### config.mk
export PLATFORM = sky130hd
export DESIGN_NAME = ps2_scancode_tx
export DESIGN_NICKNAME = d
export VERILOG_FILES = /design/src/rtl/ps2_pkg.sv /design/src/rtl/ps2_evt_fifo.sv /design/src/rtl/ps2_scancode_tx.sv
export SDC_FILE = /design/constraint.sdc
export NUM_CORES = 1
export LEC_CHECK = 0
export CAP_MARGIN = 30
export CELL_PAD_IN_SITES_DETAIL_PLACEMENT = 1
export CELL_PAD_IN_SITES_GLOBAL_PLACEMENT = 2
export CORE_MARGIN = 2
export CORE_UTILIZATION = 38
export DETAILED_ROUTE_END_ITERATION = 16
export PLACE_DENSITY = 0.79
export SYNTH_ARGS = -nofsm -noshare
export SYNTH_HDL_FRONTEND = slang
export SYNTH_SLANG_ARGS = --single-unit
### constraint.sdc
create_clock -name clk -period 2.29 [get_ports clk]
set_clock_uncertainty 0.15 [all_clocks]
set_input_delay 0.458 -clock clk [delete_from_list [all_inputs] [get_ports clk]]
set_output_delay 0.458 -clock clk [all_outputs]
set_load 0.01 [all_outputs]
### src/rtl/ps2_pkg.sv
// PS/2 Set-2 transmit path: shared constants, event type and FSM states.
// Byte-selection helpers keep the sequencing rules in one place.
package ps2_pkg;

  localparam logic [7:0] PS2_PREFIX_EXT   = 8'hE0;
  localparam logic [7:0] PS2_PREFIX_BREAK = 8'hF0;
  localparam logic [8:0] PS2_CODE_NONE    = 9'h000;

  typedef struct packed {
    logic       make;
    logic [8:0] code;
  } ps2_evt_t;

  typedef enum logic [2:0] {
    ST_IDLE,
    ST_SEND_E0,
    ST_SEND_F0,
    ST_SEND_CODE,
    ST_GAP
  } ps2_tx_state_t;

  function automatic logic ps2_is_send(input ps2_tx_state_t s);
    return (s == ST_SEND_E0) || (s == ST_SEND_F0) ||
           (s == ST_SEND_CODE);
  endfunction

  function automatic ps2_tx_state_t ps2_first(input ps2_evt_t e);
    if (e.code[8])
      return ST_SEND_E0;
    else if (!e.make)
      return ST_SEND_F0;
    else
      return ST_SEND_CODE;
  endfunction

  function automatic ps2_tx_state_t ps2_after(
    input ps2_tx_state_t s,
    input logic          make
  );
    case (s)
      ST_SEND_E0: return make ? ST_SEND_CODE : ST_SEND_F0;
      ST_SEND_F0: return ST_SEND_CODE;
      default:    return ST_IDLE;
    endcase
  endfunction

  function automatic logic [7:0] ps2_byte(
    input ps2_tx_state_t s,
    input logic [8:0]    code
  );
    case (s)
      ST_SEND_E0:   return PS2_PREFIX_EXT;
      ST_SEND_F0:   return PS2_PREFIX_BREAK;
      ST_SEND_CODE: return code[7:0];
      default:      return 8'h00;
    endcase
  endfunction

endpackage

### src/rtl/ps2_evt_fifo.sv
// Synchronous show-ahead FIFO of key events.
// Push is refused when full; pop is refused when empty.
module ps2_evt_fifo
  import ps2_pkg::*;
#(
  parameter int DEPTH = 4
) (
  input  logic     clk,
  input  logic     reset_n,
  input  logic     push,
  input  logic     pop,
  input  ps2_evt_t din,
  output ps2_evt_t dout,
  output logic     full,
  output logic     empty
);

  localparam int AW = $clog2(DEPTH);
  localparam int CW = AW + 1;

  ps2_evt_t        mem [DEPTH];
  logic [AW-1:0]   wr_ptr;
  logic [AW-1:0]   rd_ptr;
  logic [CW-1:0]   count;
  logic            do_push;
  logic            do_pop;

  assign full    = (count == CW'(DEPTH));
  assign empty   = (count == '0);
  assign do_push = push && !full;
  assign do_pop  = pop && !empty;
  assign dout    = mem[rd_ptr];

  always_ff @(posedge clk or negedge reset_n) begin
    if (!reset_n) begin
      wr_ptr <= '0;
      rd_ptr <= '0;
      count  <= '0;
    end else begin
      if (do_push)
        wr_ptr <= wr_ptr + AW'(1);
      if (do_pop)
        rd_ptr <= rd_ptr + AW'(1);
      count <= count + CW'(do_push) - CW'(do_pop);
    end
  end

  always_ff @(posedge clk) begin
    if (do_push)
      mem[wr_ptr] <= din;
  end

endmodule

### src/rtl/ps2_scancode_tx.sv
// Key-event to PS/2 Set-2 byte stream serializer.
// Emits optional E0, optional F0, then the base code, one byte per handshake.
module ps2_scancode_tx
  import ps2_pkg::*;
#(
  parameter int FIFO_DEPTH = 4,
  parameter int GAP_CYCLES = 0
) (
  input  logic       clk,
  input  logic       reset_n,
  input  logic       evt_valid,
  output logic       evt_ready,
  input  logic [8:0] evt_code,
  input  logic       evt_make,
  output logic       tx_valid,
  input  logic       tx_ready,
  output logic [7:0] tx_data,
  output logic       tx_last,
  output logic       busy,
  output logic       overflow
);

  localparam int GW = (GAP_CYCLES > 1) ? $clog2(GAP_CYCLES + 1) : 1;

  ps2_tx_state_t state;
  ps2_tx_state_t pend;
  ps2_tx_state_t nxt;
  ps2_evt_t      hold;
  ps2_evt_t      evt;
  ps2_evt_t      fifo_dout;
  logic          held;
  logic          leave;
  logic          full;
  logic          empty;
  logic          push;
  logic          pop;
  logic [GW-1:0] gap_cnt;

  assign evt       = '{make: evt_make, code: evt_code};
  assign evt_ready = !full;
  assign push      = evt_valid && !full && (evt_code != PS2_CODE_NONE);
  assign pop       = (state == ST_IDLE) && !held && !empty;
  assign busy      = !empty || held || (state != ST_IDLE);

  ps2_evt_fifo #(
    .DEPTH(FIFO_DEPTH)
  ) u_fifo (
    .clk    (clk),
    .reset_n(reset_n),
    .push   (push),
    .pop    (pop),
    .din    (evt),
    .dout   (fifo_dout),
    .full   (full),
    .empty  (empty)
  );

  // Target of the current state once it is allowed to move on.
  always_comb begin
    nxt   = ST_IDLE;
    leave = 1'b0;
    unique case (state)
      ST_IDLE: begin
        nxt   = ps2_first(hold);
        leave = held;
      end
      ST_SEND_E0, ST_SEND_F0, ST_SEND_CODE: begin
        nxt   = ps2_after(state, hold.make);
        leave = tx_ready;
      end
      ST_GAP: begin
        nxt   = pend;
        leave = (gap_cnt == GW'(1));
      end
      default: ;
    endcase
  end

  always_ff @(posedge clk or negedge reset_n) begin
    if (!reset_n) begin
      state    <= ST_IDLE;
      pend     <= ST_IDLE;
      hold     <= '0;
      held     <= 1'b0;
      gap_cnt  <= '0;
      tx_valid <= 1'b0;
      tx_data  <= 8'h00;
      tx_last  <= 1'b0;
      overflow <= 1'b0;
    end else begin
      overflow <= evt_valid && full;
      if (pop) begin
        hold <= fifo_dout;
        held <= 1'b1;
      end
      if ((state == ST_GAP) && !leave)
        gap_cnt <= gap_cnt - GW'(1);
      if (leave) begin
        if (state == ST_IDLE)
          held <= 1'b0;
        // Every accepted byte is followed by the idle gap, if any.
        if (ps2_is_send(state) && (GAP_CYCLES > 0)) begin
          state    <= ST_GAP;
          pend     <= nxt;
          gap_cnt  <= GW'(GAP_CYCLES);
          tx_valid <= 1'b0;
          tx_last  <= 1'b0;
        end else begin
          state    <= nxt;
          tx_valid <= ps2_is_send(nxt);
          tx_data  <= ps2_byte(nxt, hold.code);
          tx_last  <= (nxt == ST_SEND_CODE);
        end
      end
    end
  end

endmodule

Word-level counts from Yosys, hierarchy flattened
Memories as Yosys holds them, arrays and structs flattened. A register that Yosys moved wholly into a read port is not among the register bits.
Index checks and enable logic that the tools add are counted.
{ "word_totals": {"latchBits": 0, "memories": 1, "in_bits": 14, "mem_bits_ro": 0, "output_inout_bits": 13, "mem_bits_rw": 40, "wordCells": 57, "reg_bits": 23} }
{ "memory_table": {"columns": ["name", "depth", "word_bits", "rd", "rd_clocked_by_memory_dff", "write_ports", "line", "text"], "rows": [
  ["u_fifo.mem", 4, 10, 1, 1, 1, "ps2_evt_fifo.sv:21", "ps2_evt_t mem [DEPTH];"]
]} }
{ "op_classes": {"bitwise_logic": 0, "n_lt_le_gt_ge": 0, "addsub": 5, "shifts": 0, "div_mod_pow": 0, "muxes": 11, "n_mul": 0, "reduce_logical": 22, "eq_ne": 8} }
{ "ops": {"columns": ["cell", "n"], "rows": [
  ["$pmux W8 S3", 1],
  ["$eq A3 B2 Y1 const B", 4],
  ["$pmux W3 S3", 1],
  ["$reduce_bool A9 Y1", 1],
  ["$logic_and A1 B1 Y1", 8],
  ["$eq A3 B1 Y1 const B", 2],
  ["$eq A3 B3 Y1 const B", 2],
  ["$logic_not A3 Y1", 2],
  ["$mux W1", 6],
  ["$pmux W3 S2", 1],
  ["$logic_not A1 Y1", 5],
  ["$add A2 B1 Y2 const B", 2],
  ["$logic_or A1 B1 Y1", 4],
  ["$add A3 B1 Y3", 1],
  ["$pmux W1 S3", 1],
  ["$reduce_bool A3 Y1", 1],
  ["$reduce_or A3 Y1", 1],
  ["$sub A3 B1 Y3", 1],
  ["$mux W2", 1],
  ["$sub A1 B1 Y1 const B", 1]
]} }

Logic depth before layout (Yosys ltp)
{ "depth": {"ltp_word": 7, "ltp_mapped": 10} }

Modules after synthesis
Synthesis repeated with hierarchy kept, for this count alone.
{ "hier_totals": {"cells_unflattened": 179, "hier_area_um2": 3041.7} }
{ "modules_own_cells": {"columns": ["module", "n_inst", "area_per_inst_um2", "cells_each"], "rows": [
  ["ps2_evt_fifo", 1, 1919.3, 93],
  ["ps2_scancode_tx", 1, 1122.3, 86]
]} }

Worst setup path after synthesis
OpenSTA, ideal clock, no wires.
{ "synth_path": {"path_type": "register -> register", "from": "register state[0]", "to": "register u_fifo.count[2]", "setup_ns": 0.123, "n_path_buf": 2, "slack_ns": -0.124, "arrival_ns": 2.142, "stages_incl_launch_ff": 11, "path_cell_list": "dfrtp_1 -> inv_1 -> ha_1 -> clkbuf_8 -> nor3b_4 -> buf_6 -> ha_1 -> inv_1 -> ha_1 -> fa_1 -> xnor2_1"} }
{ "synth_between": {"elab_chain_len": 5} }
{ "synth_rtl": {"columns": ["item", "line", "text"], "rows": [
  ["start: declaration", "ps2_scancode_tx.sv:25", "ps2_tx_state_t state;"],
  ["start signal: assignment", "ps2_scancode_tx.sv:109", "state <= nxt;"],
  ["$logic_not A3 Y1", "ps2_scancode_tx.sv:42", "assign pop = (state == ST_IDLE) && !held && !empty;"],
  ["$logic_and A1 B1 Y1 (2 in series)", "ps2_scancode_tx.sv:42", null],
  ["net pop", "ps2_scancode_tx.sv:36", "logic pop;"],
  ["$logic_and A1 B1 Y1", "ps2_evt_fifo.sv:31", "assign do_pop = pop && !empty;"],
  ["$sub A3 B1 Y3", "ps2_evt_fifo.sv:44", "count <= count + CW'(do_push) - CW'(do_pop);"],
  ["end signal: assignment", "ps2_evt_fifo.sv:44", null],
  ["end: declaration", "ps2_evt_fifo.sv:24", "logic [CW-1:0] count;"]
]} }
The timed path passes the listed nets, and every way through them passes these cells.
A chain may end at the register's enable or synchronous reset.

Final worst setup path
{ "layout_path": {"from": "register state[0]", "to": "register u_fifo.count[1]"} }
{ "layout_between": {"elab_chain_len": 5} }
{ "layout_rtl": {"columns": ["item", "line"], "rows": [
  ["$logic_not A3 Y1", "ps2_scancode_tx.sv:42"],
  ["$logic_and A1 B1 Y1 (2 in series)", "ps2_scancode_tx.sv:42"],
  ["$logic_and A1 B1 Y1", "ps2_evt_fifo.sv:31"],
  ["$sub A3 B1 Y3", "ps2_evt_fifo.sv:44"]
]} }
Every way passes these cells.

==> flow_metrics.tcl <==
set metrics [dict create \
    ys_types 37 \
    fmax_mhz 470 \
    insertion_delay_ns 0.34 \
    drtAntennaViolNets 0 \
    drc 0 \
    clk_pin_slew_ns 0.08 \
    vias 1659 \
    critPathLaunchType "flip-flop" \
    dp_cells 329 \
    antenna_cells 0 \
    drive_above_1_share_pct 31.8 \
    switchingPower_mw 1.65 \
    finalCriticalPeriod_ns 2.13 \
    core_um2 7730 \
    power.share.combinational_pct 37.7 \
    synth_fp_nets 213 \
    netSwitchingFraction_pct 32.3 \
    status "finished, final reports clean" \
    cp.arrival_ns 2.19 \
    avgSynthCellArea_um2 16.2 \
    slew_headroom_pct 53.2 \
    start_util_pct 39.3 \
    grt_pass1_vias 1815 \
    overflow 0 \
    area_growth_pct 26.0 \
    leakagePower_nw 1.50 \
    nets 266 \
    grt_max_degree 32 \
    fill_cells 758 \
    ir_drop_mv 0.453 \
    dp_hpwl_um 4090 \
    yosysWarnings 3 \
    gp_congestion 0.756 \
    final_hold_viol_count 0 \
    rsz0062_at_grt "false" \
    cap_violations 0 \
    clkSinkCount 71 \
    setup_violations 0 \
    firstDrtPassIters 4 \
    ys_ff_latch 71 \
    post-route-util_pct 49.5 \
    p_per_area_nw_per_um2 1340 \
    netlist_area_um2 3040 \
    pwr-share-seq_pct 40.3 \
    num_rows 32 \
    ctsLongestPathBuffers 2 \
    pwr-share-clk_pct 22.0 \
    io_buffers 26 \
    antenna_found_initial 0 \
    synth_cells 187 \
    ys_seq_area_share_pct 65.1 \
    cp.required_ns 2.35 \
    cts_made_buffers 9 \
    p_total_mw 5.12 \
    cts-root-buf "clkbuf_8" \
    grtUsageTotal_pct 14.7 \
    p_int_mw 3.46 \
    htreeDepth 3 \
    die_h_um 93.4 \
    grt_pass1_wl_um 9370 \
    end_kind "flip-flop" \
    worst_hold_path_type "flip-flop to flip-flop" \
    path_class "flip-flop to flip-flop" \
    wire_per_inst_um 16.5 \
    viasPerCell 4.78 \
    die-area_um2 8730 \
    pin_count 27 \
    period_share_pct 92.9 \
    drt_iter0_drc 61 \
    slew_violations 0 \
    crit_fanout 4 \
    die_w_um 93.4 \
    stdcell_count 347 \
    tightest_slew_ns 0.702 \
    timing.hold.ws_ns 0.325 \
    cts_tree "yes" \
    drt_wl_total_um 5720 \
]
[cells by family after synthesis]
kind of cell	after synthesis	synth area share, %
adder cells (fa/ha/maj)	12	5.19
flip-flops	71	65.1
AO/OA/AOI/OAI	16	3.75
multiplexers	21	12.5
buffers and inverters	17	3.29
XOR/XNOR	5	1.69
AND/OR/NAND/NOR	45	8.53
[per-stage QoR]
stage	TNS, ns	area [um2]	worst slack, ns
after CTS	0	3830	0.141
final	0	3830	0.162
after floorplan	-0.101	3070	-0.0711
after global placement	-0.515	3580	-0.0182
after global routing	0	3830	0.0884
after detailed placement	-1.56	3580	-0.0513
[layout by cell type, fill, tap and decap left out, types with 2 or more instances in the layout]
cell and n:
inv_2 4, buf_4 18, dfrtp_1 30, clkdlybuf4s50_1 24, mux2_2 4, mux4_2 9
nand2_2 2, dlygate4sd2_1 2, xor2_1 2, a21oi_1 7, edfxtp_1 40, nand3_1 5
a21o_1 2, nor2_1 10, clkbuf_8 9, mux2_4 7, ha_1 8, and2_2 4
nand2_1 10, xnor2_1 2, buf_12 3, bufinv_16 2, inv_6 3, nor2b_1 2
nor3_1 7, ha_4 2, inv_1 8
[worst max-delay path, stage by stage (launching register included)]
cell	delay, ns
dfrtp_1	0.43
inv_2	0.09
ha_2	0.20
nor3b_4	0.28
ha_4	0.25
inv_2	0.06
ha_4	0.13
fa_2	0.42
[power groups by stage]
stage | registers (mW) | logic [mW] | clock network, mW
floorplan | 2.04 | 1.29 | 0
global placement | 2.07 | 1.84 | 0
detailed placement | 2.09 | 1.92 | 0
CTS | 2.08 | 1.98 | 1.16
global route | 2.12 | 2.13 | 1.20
finish | 2.07 | 1.93 | 1.12
[sequential cells by signal, indices dropped and copies added, names as in the netlist]
register       cells
u_fifo.mem        40
hold              10
tx_data            8
u_fifo.count       3
state              2
u_fifo.rd_ptr      2
u_fifo.wr_ptr      2
held               1
overflow           1
tx_last            1
tx_valid           1
[Yosys cell counts, drive strengths merged]
cell	instances	area share (%)
and2	4	0.99
xnor2	3	1.1
clkbuf	2	0.91
nor2b	2	0.41
buf	3	0.91
edfxtp	40	40
o22ai	1	0.21
mux4	10	7.5
a21o	2	0.49
a22o	1	0.29
fa	1	0.66
nor4	1	0.70
nand2	12	1.6
or3b	1	0.37
xor2	2	0.58
nand3	5	0.82
o21ai	1	0.16
o31ai	1	0.25
nor2	10	1.2
mux2	11	4.9
o21a	1	0.25
a31oi	1	0.70
ha	11	4.5
nor3b	2	0.87
dfrtp	31	26
inv	12	1.5
a22oi	1	0.25
nor3	8	1.5
a21oi	7	1.2
[final timing paths]
check,start,endpoint,slack [ns],cells after the start
setup / recovery,state[0],u_fifo.count[1],0.16,7
hold / removal,tx_data[2],tx_data[2],0.32,2
setup reg to reg,state[0],u_fifo.count[1],0.16,7
hold reg to reg,tx_data[2],tx_data[2],0.32,2
max in group asynchronous,reset_n,u_fifo.count[1],1.30,2
min in group asynchronous,reset_n,hold[7],0.36,2
[per-layer routing]
layer	GRT usage, %	part of all wire (%)	vias up
met5	0	0	-
met1	17.9	45	825
met3	2.90	3.2	7
li1	-	-	796
met2	25.1	51	31
met4	6.74	1.4	0
[area by class of cell]
| cell class | count | area, um2 | share of cell area [%] |
|---|---|---|---|
| Clock buffer | 9 | 124 | 3.24 |
| Clock inverter | 7 | 103 | 2.68 |
| Inverter | 12 | 45.0 | 1.18 |
| Multi-Input combinational cell | 99 | 997 | 26.1 |
| Sequential cell | 71 | 1980 | 51.7 |
| Tap cell | 102 | 128 | 3.33 |
| Timing Repair Buffer | 47 | 453 | 11.8 |
[timing repair]
| item | 4_1_cts | 5_1_grt |
|---|---|---|
| hold buffers | 0 | 0 |
| buffers inserted | 2 | 0 |
| setup endpoints to repair | 2 | 0 |
| resized for setup | 4 | 0 |
No activity file was read; power rests on OpenSTA's default activity.
